## src/rtl/if_fetch_unit_pkg.sv

```systemverilog
// if_fetch_unit_pkg: shared types and defaults for the instruction-fetch stage.
// Optional feature macro used by the fetch unit: IF_FETCH_PERF_EN.
package if_fetch_unit_pkg;

   // Width of one instruction word and of every address in the fetch stage.
   localparam int INSTR_W = 32;
   localparam int ADDR_W  = 32;

   // Word driven to IF/ID when no fetched instruction is available.
   localparam logic [INSTR_W-1:0] NOP_INSTR_DEFAULT = 32'h0000_0000;

   // First fetch address after reset.
   localparam logic [ADDR_W-1:0] RESET_PC_DEFAULT = 32'h0000_0000;

   // Fetch FSM states:
   //   S_REQ     - may issue a request when the buffer will be free
   //   S_WAIT    - one request outstanding, response will be kept
   //   S_DISCARD - one request outstanding, response will be dropped
   typedef enum logic [1:0] {
      S_REQ     = 2'd0,
      S_WAIT    = 2'd1,
      S_DISCARD = 2'd2
   } fetch_state_t;

   // Sequential next word address; wraps modulo 2^32.
   function automatic logic [ADDR_W-1:0] pc_next(input logic [ADDR_W-1:0] pc);
      return pc + 32'd4;
   endfunction

   // Redirect targets are forced onto a word boundary.
   function automatic logic [ADDR_W-1:0] word_align(input logic [ADDR_W-1:0] a);
      return {a[ADDR_W-1:2], 2'b00};
   endfunction

endpackage

```

## src/rtl/if_fetch_unit_if.sv

```systemverilog
// if_fetch_unit_if: instruction-memory port of the fetch stage.
//
// Handshake rules:
//   - Request: a transfer happens on a rising edge where imem_req_valid and
//     imem_req_ready are both high. imem_addr is stable while imem_req_valid
//     is high and ready is low. The fetch unit never has more than one
//     accepted request outstanding.
//   - Response: imem_resp_valid is a single-cycle pulse carrying
//     imem_resp_data for the oldest outstanding request; there is no
//     backpressure, the fetch unit always takes (or drops) it.
interface if_fetch_unit_if;
   import if_fetch_unit_pkg::*;

   logic                 imem_req_valid;
   logic                 imem_req_ready;
   logic [ADDR_W-1:0]    imem_addr;
   logic                 imem_resp_valid;
   logic [INSTR_W-1:0]   imem_resp_data;

   // Fetch unit side.
   modport master (
      output imem_req_valid,
      output imem_addr,
      input  imem_req_ready,
      input  imem_resp_valid,
      input  imem_resp_data
   );

   // Instruction memory side.
   modport slave (
      input  imem_req_valid,
      input  imem_addr,
      output imem_req_ready,
      output imem_resp_valid,
      output imem_resp_data
   );

endinterface

```

## src/rtl/if_fetch_unit.sv

```systemverilog
// if_fetch_unit: instruction-fetch stage feeding the IF/ID register.
// Owns the PC, issues single-outstanding fetches, keeps a one-entry fetch
// buffer and presents NOP when that buffer is empty.
// Optional macro IF_FETCH_PERF_EN adds bubble_cnt / discard_cnt outputs.
module if_fetch_unit
   import if_fetch_unit_pkg::*;
#(
   parameter logic [ADDR_W-1:0]  RESET_PC  = RESET_PC_DEFAULT,
   parameter logic [INSTR_W-1:0] NOP_INSTR = NOP_INSTR_DEFAULT
) (
   input  logic                 Clk,
   input  logic                 Rst,
   input  logic                 Stall,
   input  logic                 Redirect,
   input  logic [ADDR_W-1:0]    RedirectPC,
   if_fetch_unit_if.master      imem,
   output logic [INSTR_W-1:0]   Instr_IF,
   output logic [ADDR_W-1:0]    PCplus4_IF,
   output logic                 FetchValid,
   output fetch_state_t         state_dbg
`ifdef IF_FETCH_PERF_EN
   ,
   output logic [31:0]          bubble_cnt,
   output logic [31:0]          discard_cnt
`endif
);

   fetch_state_t        state;
   fetch_state_t        state_nxt;

   logic [ADDR_W-1:0]   pc;
   logic [ADDR_W-1:0]   req_pc;
   logic                buf_valid;
   logic [INSTR_W-1:0]  buf_instr;
   logic [ADDR_W-1:0]   buf_pc4;

   logic                consume;
   logic                req_fire;
   logic                resp_keep;

   // IF/ID takes the buffered word this cycle; a redirect squashes it instead.
   assign consume   = buf_valid && !Stall && !Redirect;
   assign req_fire  = imem.imem_req_valid && imem.imem_req_ready;
   // Only a response seen in S_WAIT without a same-cycle redirect is kept.
   assign resp_keep = (state == S_WAIT) && imem.imem_resp_valid && !Redirect;

   // State register.
   always_ff @(posedge Clk) begin
      if (Rst) begin
         state <= S_REQ;
      end else begin
         state <= state_nxt;
      end
   end

   // Next-state logic; a redirect turns a pending response into one to drop.
   always_comb begin
      state_nxt = state;
      unique case (state)
         S_REQ: begin
            if (!Redirect && req_fire) begin
               state_nxt = S_WAIT;
            end
         end
         S_WAIT: begin
            if (imem.imem_resp_valid) begin
               state_nxt = S_REQ;
            end else if (Redirect) begin
               state_nxt = S_DISCARD;
            end
         end
         S_DISCARD: begin
            if (imem.imem_resp_valid) begin
               state_nxt = S_REQ;
            end
         end
         default: state_nxt = S_REQ;
      endcase
   end

   // Request outputs: issue only when the buffer is free by the next edge.
   always_comb begin
      imem.imem_req_valid = 1'b0;
      imem.imem_addr      = pc;
      if ((state == S_REQ) && !Rst && !Redirect) begin
         imem.imem_req_valid = !buf_valid || consume;
      end
   end

   // PC, outstanding-request address and fetch buffer.
   always_ff @(posedge Clk) begin
      if (Rst) begin
         pc        <= RESET_PC;
         req_pc    <= RESET_PC;
         buf_valid <= 1'b0;
         buf_instr <= NOP_INSTR;
         buf_pc4   <= '0;
      end else if (Redirect) begin
         // Redirect squashes the buffer and retargets the PC; any outstanding
         // response is dropped by the FSM.
         pc        <= word_align(RedirectPC);
         buf_valid <= 1'b0;
      end else begin
         if (req_fire) begin
            req_pc <= pc;
            pc     <= pc_next(pc);
         end
         // A request is only issued when the buffer empties, so a kept
         // response never collides with a valid entry.
         if (resp_keep) begin
            buf_instr <= imem.imem_resp_data;
            buf_pc4   <= pc_next(req_pc);
            buf_valid <= 1'b1;
         end else if (consume) begin
            buf_valid <= 1'b0;
         end
      end
   end

   // IF/ID-facing outputs, NOP when nothing has been fetched.
   always_comb begin
      Instr_IF   = buf_valid ? buf_instr : NOP_INSTR;
      PCplus4_IF = buf_valid ? buf_pc4 : '0;
      FetchValid = buf_valid;
      state_dbg  = state;
   end

`ifdef IF_FETCH_PERF_EN
   logic resp_drop;

   // Any response arriving in S_DISCARD, or in S_WAIT alongside a redirect.
   assign resp_drop = imem.imem_resp_valid &&
                      ((state == S_DISCARD) || ((state == S_WAIT) && Redirect));

   // Bubble and dropped-response counters; both wrap at 2^32.
   always_ff @(posedge Clk) begin
      if (Rst) begin
         bubble_cnt  <= '0;
         discard_cnt <= '0;
      end else begin
         if (!Stall && !buf_valid) begin
            bubble_cnt <= bubble_cnt + 32'd1;
         end
         if (resp_drop) begin
            discard_cnt <= discard_cnt + 32'd1;
         end
      end
   end
`else
   // Counters not built; the fetch behaviour is unchanged.
`endif

endmodule

```

## src/flat_wrapper.sv

```systemverilog
// flat-port wrapper written by rule: the top's interface ports become plain ports
module if_fetch_unit_flat import if_fetch_unit_pkg::*;
#(
   parameter logic [ADDR_W-1:0]  RESET_PC  = RESET_PC_DEFAULT,
   parameter logic [INSTR_W-1:0] NOP_INSTR = NOP_INSTR_DEFAULT
)
  (Clk, Rst, Stall, Redirect, RedirectPC, Instr_IF, PCplus4_IF, FetchValid, state_dbg, imem_imem_req_valid, imem_imem_addr, imem_imem_req_ready, imem_imem_resp_valid, imem_imem_resp_data);
  if_fetch_unit_if imem_i ();
  input  logic Clk;
  input  logic Rst;
  input  logic Stall;
  input  logic Redirect;
  input  logic [ADDR_W-1:0] RedirectPC;
  output logic [INSTR_W-1:0] Instr_IF;
  output logic [ADDR_W-1:0] PCplus4_IF;
  output logic FetchValid;
  output fetch_state_t state_dbg;
  output wire logic [$bits(imem_i.imem_req_valid)-1:0] imem_imem_req_valid;
  output wire logic [$bits(imem_i.imem_addr)-1:0] imem_imem_addr;
  input wire logic [$bits(imem_i.imem_req_ready)-1:0] imem_imem_req_ready;
  input wire logic [$bits(imem_i.imem_resp_valid)-1:0] imem_imem_resp_valid;
  input wire logic [$bits(imem_i.imem_resp_data)-1:0] imem_imem_resp_data;
  assign imem_imem_req_valid = imem_i.imem_req_valid;
  assign imem_imem_addr = imem_i.imem_addr;
  assign imem_i.imem_req_ready = imem_imem_req_ready;
  assign imem_i.imem_resp_valid = imem_imem_resp_valid;
  assign imem_i.imem_resp_data = imem_imem_resp_data;
  if_fetch_unit #(.RESET_PC(RESET_PC), .NOP_INSTR(NOP_INSTR)) u_core (.Clk(Clk), .Rst(Rst), .Stall(Stall), .Redirect(Redirect), .RedirectPC(RedirectPC), .imem(imem_i), .Instr_IF(Instr_IF), .PCplus4_IF(PCplus4_IF), .FetchValid(FetchValid), .state_dbg(state_dbg));
endmodule
```

## config.mk

```make
export PLATFORM = sky130hd
export DESIGN_NAME = if_fetch_unit_flat
export DESIGN_NICKNAME = d
export VERILOG_FILES = /design/src/rtl/if_fetch_unit_pkg.sv /design/src/rtl/if_fetch_unit_if.sv /design/src/rtl/if_fetch_unit.sv /design/src/flat_wrapper.sv
export SDC_FILE = /design/constraint.sdc
export NUM_CORES = 1
export LEC_CHECK = 0
export ABC_AREA = 0
export CORE_MARGIN = 4
export CORE_UTILIZATION = 48
export DETAILED_ROUTE_END_ITERATION = 7
export HOLD_SLACK_MARGIN = 0.15
export PLACE_DENSITY = 0.83
export RECOVER_POWER = 50
export SLEW_MARGIN = 20
export SYNTH_ARGS = -nofsm -noshare
export SYNTH_HDL_FRONTEND = slang
export SYNTH_SLANG_ARGS = --single-unit
export TNS_END_PERCENT = 30
```

## constraint.sdc

```tcl
create_clock -name Clk -period 3.12 [get_ports Clk]
set_input_delay 0.624 -clock Clk [delete_from_list [all_inputs] [get_ports Clk]]
set_output_delay 0.624 -clock Clk [all_outputs]
set_load 0.1 [all_outputs]
```

==> results of run 1 <==
-- metrics by stage --
step	area, um2	setup WS, ps	util, %
final	8700	358	72.4
after global routing	8700	252	72.4
after CTS	8840	442	73.6
after detailed placement	8170	95.0	68.0
after global placement	8170	169	68.0
after floorplan	5910	208	-
-- cell type report --
class | instances | area [um2] | share of cell area, %
clock inverter | 11 | 214 | 2.46
clock buffer | 21 | 450 | 5.18
multi-input combinational | 566 | 3130 | 36.0
inverter | 11 | 41.3 | 0.475
timing repair buffer | 176 | 2180 | 25.0
tap | 147 | 184 | 2.11
sequential | 125 | 2500 | 28.8
-- synthesized netlist by cell type --
master,n,area (um2)
nand2_1,151,567
dfxtp_1,125,2500
a21oi_1,74,370
and2_1,66,413
nor2_1,60,225
clkbuf_1,49,184
a211oi_1,39,293
xnor2_1,26,228
nand3_1,20,100
nand4_1,19,119
xor2_1,16,140
inv_1,11,41.3
nor4_1,10,62.6
or3_1,10,62.6
and3_1,9,56.3
o21ai_0,9,45.0
and4_1,8,70.1
nor3_1,7,35.0
a311oi_1,6,52.6
a31oi_1,5,31.3
buf_1,4,15.0
buf_4,4,30.0
o21bai_1,3,22.5
or4_1,3,22.5
ha_1,2,25.0
mux2_2,2,22.5
o211ai_1,2,15.0
o21a_1,2,15.0
a2111oi_0,1,8.76
a21bo_2,1,10.0
a21boi_1,1,7.51
a21o_1,1,7.51
a22oi_1,1,7.51
a31o_2,1,8.76
buf_2,1,5.00
conb_1,1,3.75
mux2i_1,1,10.0
nand2_2,1,6.26
nand2b_1,1,6.26
nor2b_1,1,6.26
nor4_4,1,21.3
or2_2,1,6.26
or4b_1,1,10.0
-- worst max-delay path by stage --
stage                                 start                         to  slack [ps]  cells past startpoint
after global routing               Redirect         u_core.buf_pc4[13]         250                      7
after floorplan           u_core.FetchValid               Instr_IF[22]         210                      3
after detailed placement           Redirect  u_core.imem.imem_addr[23]         100                      6
after CTS                          Redirect        imem_imem_req_valid         440                      4
final                              Redirect        imem_imem_req_valid         360                      4
after global placement             Redirect  u_core.imem.imem_addr[23]         170                      6
-- cell usage in the layout (no fill, tap or decap), drive strengths merged, types with 10 or more instances in the layout --
master / instances
clkdlybuf4s50: 64
nor4: 11
inv: 11
or3: 10
a21oi: 74
xor2: 16
nand4: 19
a211oi: 39
and2: 66
buf: 76
nor2: 60
nand2: 152
dfxtp: 125
clkbuf: 55
xnor2: 26
nand3: 20
-- tightest hold or removal path: cells and delay by family, from the launching register on --
kind	cells	cell delay [ps]
and+or+nand+nor	1	50
AOI/OAI and AO/OA	1	50
DFF	1	300
-- kinds of logic (layout without fill, tap and decap cells) --
family / count (synthesis) / in the layout
AOI/OAI and AO/OA: 146 / 146
xor gates and xnor gates: 42 / 42
adders and majority gates: 2 / 2
buffers and inverters: 69 / 219
DFF: 125 / 125
muxes: 3 / 3
other: 1 / 4
and+or+nand+nor: 369 / 369
-- sequential cells by signal, indices dropped and copies added, names as in the netlist --
register,flops
u_core.buf_instr,32
u_core.req_pc,30
u_core.FetchValid,1
u_core.state_dbg,2
u_core.imem.imem_addr,30
u_core.buf_pc4,30
-- layer usage --
layer,global-route usage (%),up-vias
met5,0,-
li1,-,2877
met1,29.0,2651
met2,36.4,219
met4,9.20,0
met3,4.83,33
-- power by group through the flow --
stage               registers (W)  logic, W  clock network (W)
floorplan                 0.00191  0.000166                  0
finish                    0.00171  0.000498            0.00222
CTS                       0.00171  0.000524            0.00224
global route              0.00171  0.000525            0.00230
detailed placement        0.00174  0.000520                  0
global placement          0.00174  0.000514                  0
==> summary.md, run 1 <==
| Metric | Value |
|---|---|
| Leak | 2.98 nW |
| Worst Setup End Kind | output pin |
| CP startpoint kind | input port |
| Cell Area, Synth | 5890 um2 |
| Fillers | 885 |
| Switch Pwr | 0.00111 W |
| Status | finished, final reports clean |
| Largest net degree at the start of global routing | 93 |
| Clk slew on worst S/H paths | 60 ps |
| Die H | 119 um |
| Critical-path top delay cell | dlygate4sd3_1 |
| Iter 0 DRT Violations | 436 |
| Yosys warning total | 0 |
| Distinct cell type count after synthesis | 43 |
| Clock sink count | 125 |
| Overall Global Routing Usage | 22.4% |
| Fin Setup TNS | 0 ps |
| Fin. max-slew vios | 0 |
| Delay-heaviest family, CP | buffers and inverters |
| Crit path time final | 2760 ps |
| Via count | 5780 |
| Xor/xnor share of the synthesized area | 6.24% |
| Setup Skew | 7.59 ps |
| Synth-to-Final Area Change | 47.6% |
| Comb power frac | 11.3% |
| Compound-cell area share of the yosys netlist | 15.2% |
| Clk Latency, worst-skew pair | 420 ps |
| Worst r2r path cells | 6 |
| Relative slew slack | 18.3% |
| Cell Chain, Critical Path | dlygate4sd3_1, or4_1, a21oi_2, buf_12 |
| CP required | 2500 ps |
| Hold wc startpoint | u_core.buf_instr[26] |
| Total gr overflow | 0 |
| Setup violators final | 0 |
| Final non-filler cell total | 1057 |
| RSZ-0062 raised after global routing | no |
| Max incr delay on CP | 600 ps |
| H-tree Lvls | 4 |
| WL final | 16.0 mm |
| WHS Endpoint | u_core.buf_instr[26] |
| # hold bufs at CTS | 0 |
| Switching Share | 25.2% |
| First-pass GRT wire length | 26.0 mm |
| Post-detail-place hpwl | 11.1 mm |
| Peak supply drop | 308 uV |
| Vias in the first global route | 5283 |
| Max-capacitance violation count | 0 |
| Core ar. | 12000 um2 |
| Via density | 5.47 |
| DRC Markers | 0 |
| Cell Rows | 40 |
| Cells after Synth | 757 |
| Largest family of logic cells by synthesized area | simple AND/OR/NAND/NOR gates |
| Worst hold slack | 449 ps |
| Internal | 0.00331 W |
| WL per Instance | 15.2 um |
| Final Hold Viols | 0 |
| Max clock buf depth | 2 |
| Crit share post-route | 88.5% |
| Clock power frac | 50.1% |
| Met3 wire len | 868 um |
| Slew @ Worst Pin | 1230 ps |
| Worst r2r dst | u_core.imem.imem_addr[24] |
| Placed cells | 1025 |
| Num CTS Buffers | 17 |
| Die X | 119 um |
| Met1 WL | 7.02 mm |
| Routed Antenna Nets | 0 |
| CP max FO | 3 |
| Crit Reg-Reg Startpoint | u_core.imem.imem_addr[2] |
| Initial antenna violation count | 0 |
| Die ar. | 14100 um2 |
| Placer Congestion | 0.865 |
| Flop and latch count out of synthesis | 125 |
| Multiplexer share of the synthesized area | 0.552% |
| Drt pass-1 iters | 4 |
| # Post-CTS Setup Buffers | 0 |
| Sequential Power Share | 38.6% |
| Buf/Inv on CP | 2 |
| PwrDens | 508 nW/um2 |
| Worst Path Arrival | 2140 ps |
| Post-synthesis sequential area ratio | 42.5% |
| Post-synthesis adder-cell area fraction | 0.425% |
| Root buffer cell | clkbuf_16 |
| Max Freq | 362 MHz |
| Total power draw | 0.00442 W |
| Fraction of layout cells with a size suffix above 1 | 12.5% |
| TritonCTS clock tree | done |
| Starting Density | 49.0% |
| Post-Synth Simple-Gate Area | 30.4% |
| Ant. Diodes | 0 |
| Worst R2R Setup Slack | 750 ps |
| Worst Hold Depth | 2 |
| I/O Buffers | 163 |
| IO Pins | 170 |
| Fin nets | 969 |
| HP Class | flop to flop |
| Top sig layer | met4 |
| Met2 Wirelength | 7.78 mm |
| Syn Area/Cell | 7.78 um2 |
| WS Path Type | input port to output pin |
| Post-CTS Resized | 0 |
Note: power is estimated with default switching activity, not from simulation.
==> run 2: changes to the inputs <==
--- a/constraint.sdc
+++ b/constraint.sdc
@@ -3,2 +3,2 @@
 set_output_delay 0.624 -clock Clk [all_outputs]
-set_load 0.1 [all_outputs]
+set_load 0.01 [all_outputs]
==> summary.md, run 2 (synthesis gave the netlist of run 1 again) <==
| Metric | Value |
|---|---|
| Status | finished, final reports clean |
| # hold bufs at CTS | 0 |
| Crit share post-route | 95.9% |
| M1 GR Usage | 30.5% |
| Delay-heaviest family, CP | buffers and inverters |
| CP required | 2500 ps |
| CP startpoint kind | input port |
| RSZ-0062 raised after global routing | no |
| Switch Pwr | 0.000866 W |
| Synth-to-Final Area Change | 38.0% |
| Via count | 5705 |
| Fin. max-slew vios | 0 |
| Post-route cell area | 8130 um2 |
| Leak | 2.77 nW |
| Cell Rows | 40 |
| Crit path time final | 2990 ps |
| Worst slack at placement | 117 ps |
| WL per Instance | 14.9 um |
| HP Class | flop to flop |
| Internal | 0.00291 W |
| Fin nets | 971 |
| Worst Hold Depth | 2 |
| Max incr delay on CP | 560 ps |
| Most common cell after layout, fill and taps aside | nand2_1 |
| Total power draw | 0.00378 W |
| Sequential Power Share | 45.2% |
| Post-CTS Resized | 0 |
| Worst Slack Setup Final | 128 ps |
| Worst Setup End Kind | output pin |
| DP Area | 7630 um2 |
| Initial antenna violation count | 0 |
| Vias in the first global route | 5226 |
| Die ar. | 14100 um2 |
| Clock sink count | 125 |
| Via density | 5.40 |
| Layer with the highest usage | met2 |
| Routed Antenna Nets | 0 |
| Die H | 119 um |
| I/O Buffers | 163 |
| CP max FO | 4 |
| M2 GR Usage | 34.1% |
| Starting Density | 49.0% |
| Buf/Inv on CP | 2 |
| DRC Markers | 0 |
| Iter 0 DRT Violations | 446 |
| Max-capacitance violation count | 0 |
| Final Hold Viols | 0 |
| Largest net degree at the start of global routing | 69 |
| Fraction of layout cells with a size suffix above 1 | 5.16% |
| Post-detail-place hpwl | 11.1 mm |
| Max Freq | 334 MHz |
| Switching Share | 22.9% |
| Levels on crit path | 4 |
| Core ar. | 12000 um2 |
| IO Pins | 170 |
| Worst r2r path cells | 6 |
| Relative slew slack | 12.0% |
| Setup violators final | 0 |
| PwrDens | 465 nW/um2 |
| Commonest non-fill, non-tap cells in the layout | nand2_1 (151), clkdlybuf4s50_1 (131), dfxtp_1 (125), a21oi_1 (74), and2_1 (66) |
| WS Path Type | input port to output pin |
| Placer Congestion | 0.905 |
| Worst Path Arrival | 2370 ps |
| Grt met3 use | 5.17% |
| H-tree Lvls | 4 |
| Ant. Diodes | 0 |
| Critical-path top delay cell | clkdlybuf4s50_1 |
| Clk Latency, worst-skew pair | 410 ps |
| Fin Setup TNS | 0 ps |
| Die X | 119 um |
| First-pass GRT wire length | 25.9 mm |
| Total gr overflow | 0 |
| Cell Chain, Critical Path | clkdlybuf4s50_1, or4_1, a21oi_1, clkdlybuf4s50_1 |
| WL final | 15.8 mm |
| Overall Global Routing Usage | 22.3% |
| Drt pass-1 iters | 5 |
| Comb power frac | 8.3% |
| Peak supply drop | 339 uV |
| # Post-CTS Setup Buffers | 0 |
| Root buffer cell | clkbuf_16 |
| Num CTS Buffers | 17 |
| Biggest register | u_core.buf_instr |
| Max reg flops | 32 |
| Max clock buf depth | 2 |
| TritonCTS clock tree | done |
| Setup Skew | 6.21 ps |
| Clock power frac | 46.5% |
| Clk slew on worst S/H paths | 50 ps |
| Most used cell, CP | clkdlybuf4s50_1 |
| Slew @ Worst Pin | 1320 ps |
[run 2: cell types whose count changed in the layout (fill, tap and decap cells not counted), sizes merged]
cell           before  now
clkdlybuf4s50      64  131
clkbuf             55   28
clkinv              3    5
dlygate4sd3         2   31
buf                76   10
bufinv              6    1
[run 2: power by group through the flow]
stage | clock network [W] | registers (W) | logic (W)
global route | 0.00186 | 0.00172 | 0.000342
detailed placement | 0 | 0.00174 | 0.000321
global placement | 0 | 0.00174 | 0.000318
floorplan | 0 | 0.00173 | 0.000139
finish | 0.00176 | 0.00171 | 0.000313
CTS | 0.00178 | 0.00171 | 0.000324
[run 2: cell type report]
class,count,area (um2)
clock inverter,8,70.1
clock buffer,22,454
timing repair buffer,178,1750
multi-input combinational,566,3130
fill,1009,3880
tap,147,184
inverter,11,41.3
sequential,125,2500
[run 2: per-stage QoR]
stage	util (%)	cells	hold slack [ps]
after floorplan	-	760	432
after global placement	63.6	1027	437
after detailed placement	63.6	1027	442
after CTS	67.9	1057	449
after global routing	67.7	1057	460
final	67.7	1057	447
[run 2: worst paths after layout]
check	from	end	slack, ps
max	Redirect	imem_imem_req_valid	130
max reg2reg	u_core.imem.imem_addr[2]	u_core.imem.imem_addr[26]	700
min reg2reg	u_core.buf_instr[5]	u_core.buf_instr[5]	450
min	u_core.buf_instr[5]	u_core.buf_instr[5]	450
[run 2: per-layer routing]
| metal | part of all wire (%) | wire (um) | up-vias |
|---|---|---|---|
| li1 | - | - | 2868 |
| met1 | 46 | 7170 | 2603 |
| met2 | 46 | 7290 | 210 |
| met3 | 6.2 | 978 | 24 |
| met4 | 2.0 | 323 | 0 |
| met5 | 0 | 0 | - |
[run 2: worst min-delay path, stage by stage, from the launching register on]
cell,delay [ps]
dfxtp_1,300
nand2_1,50
a21oi_1,50
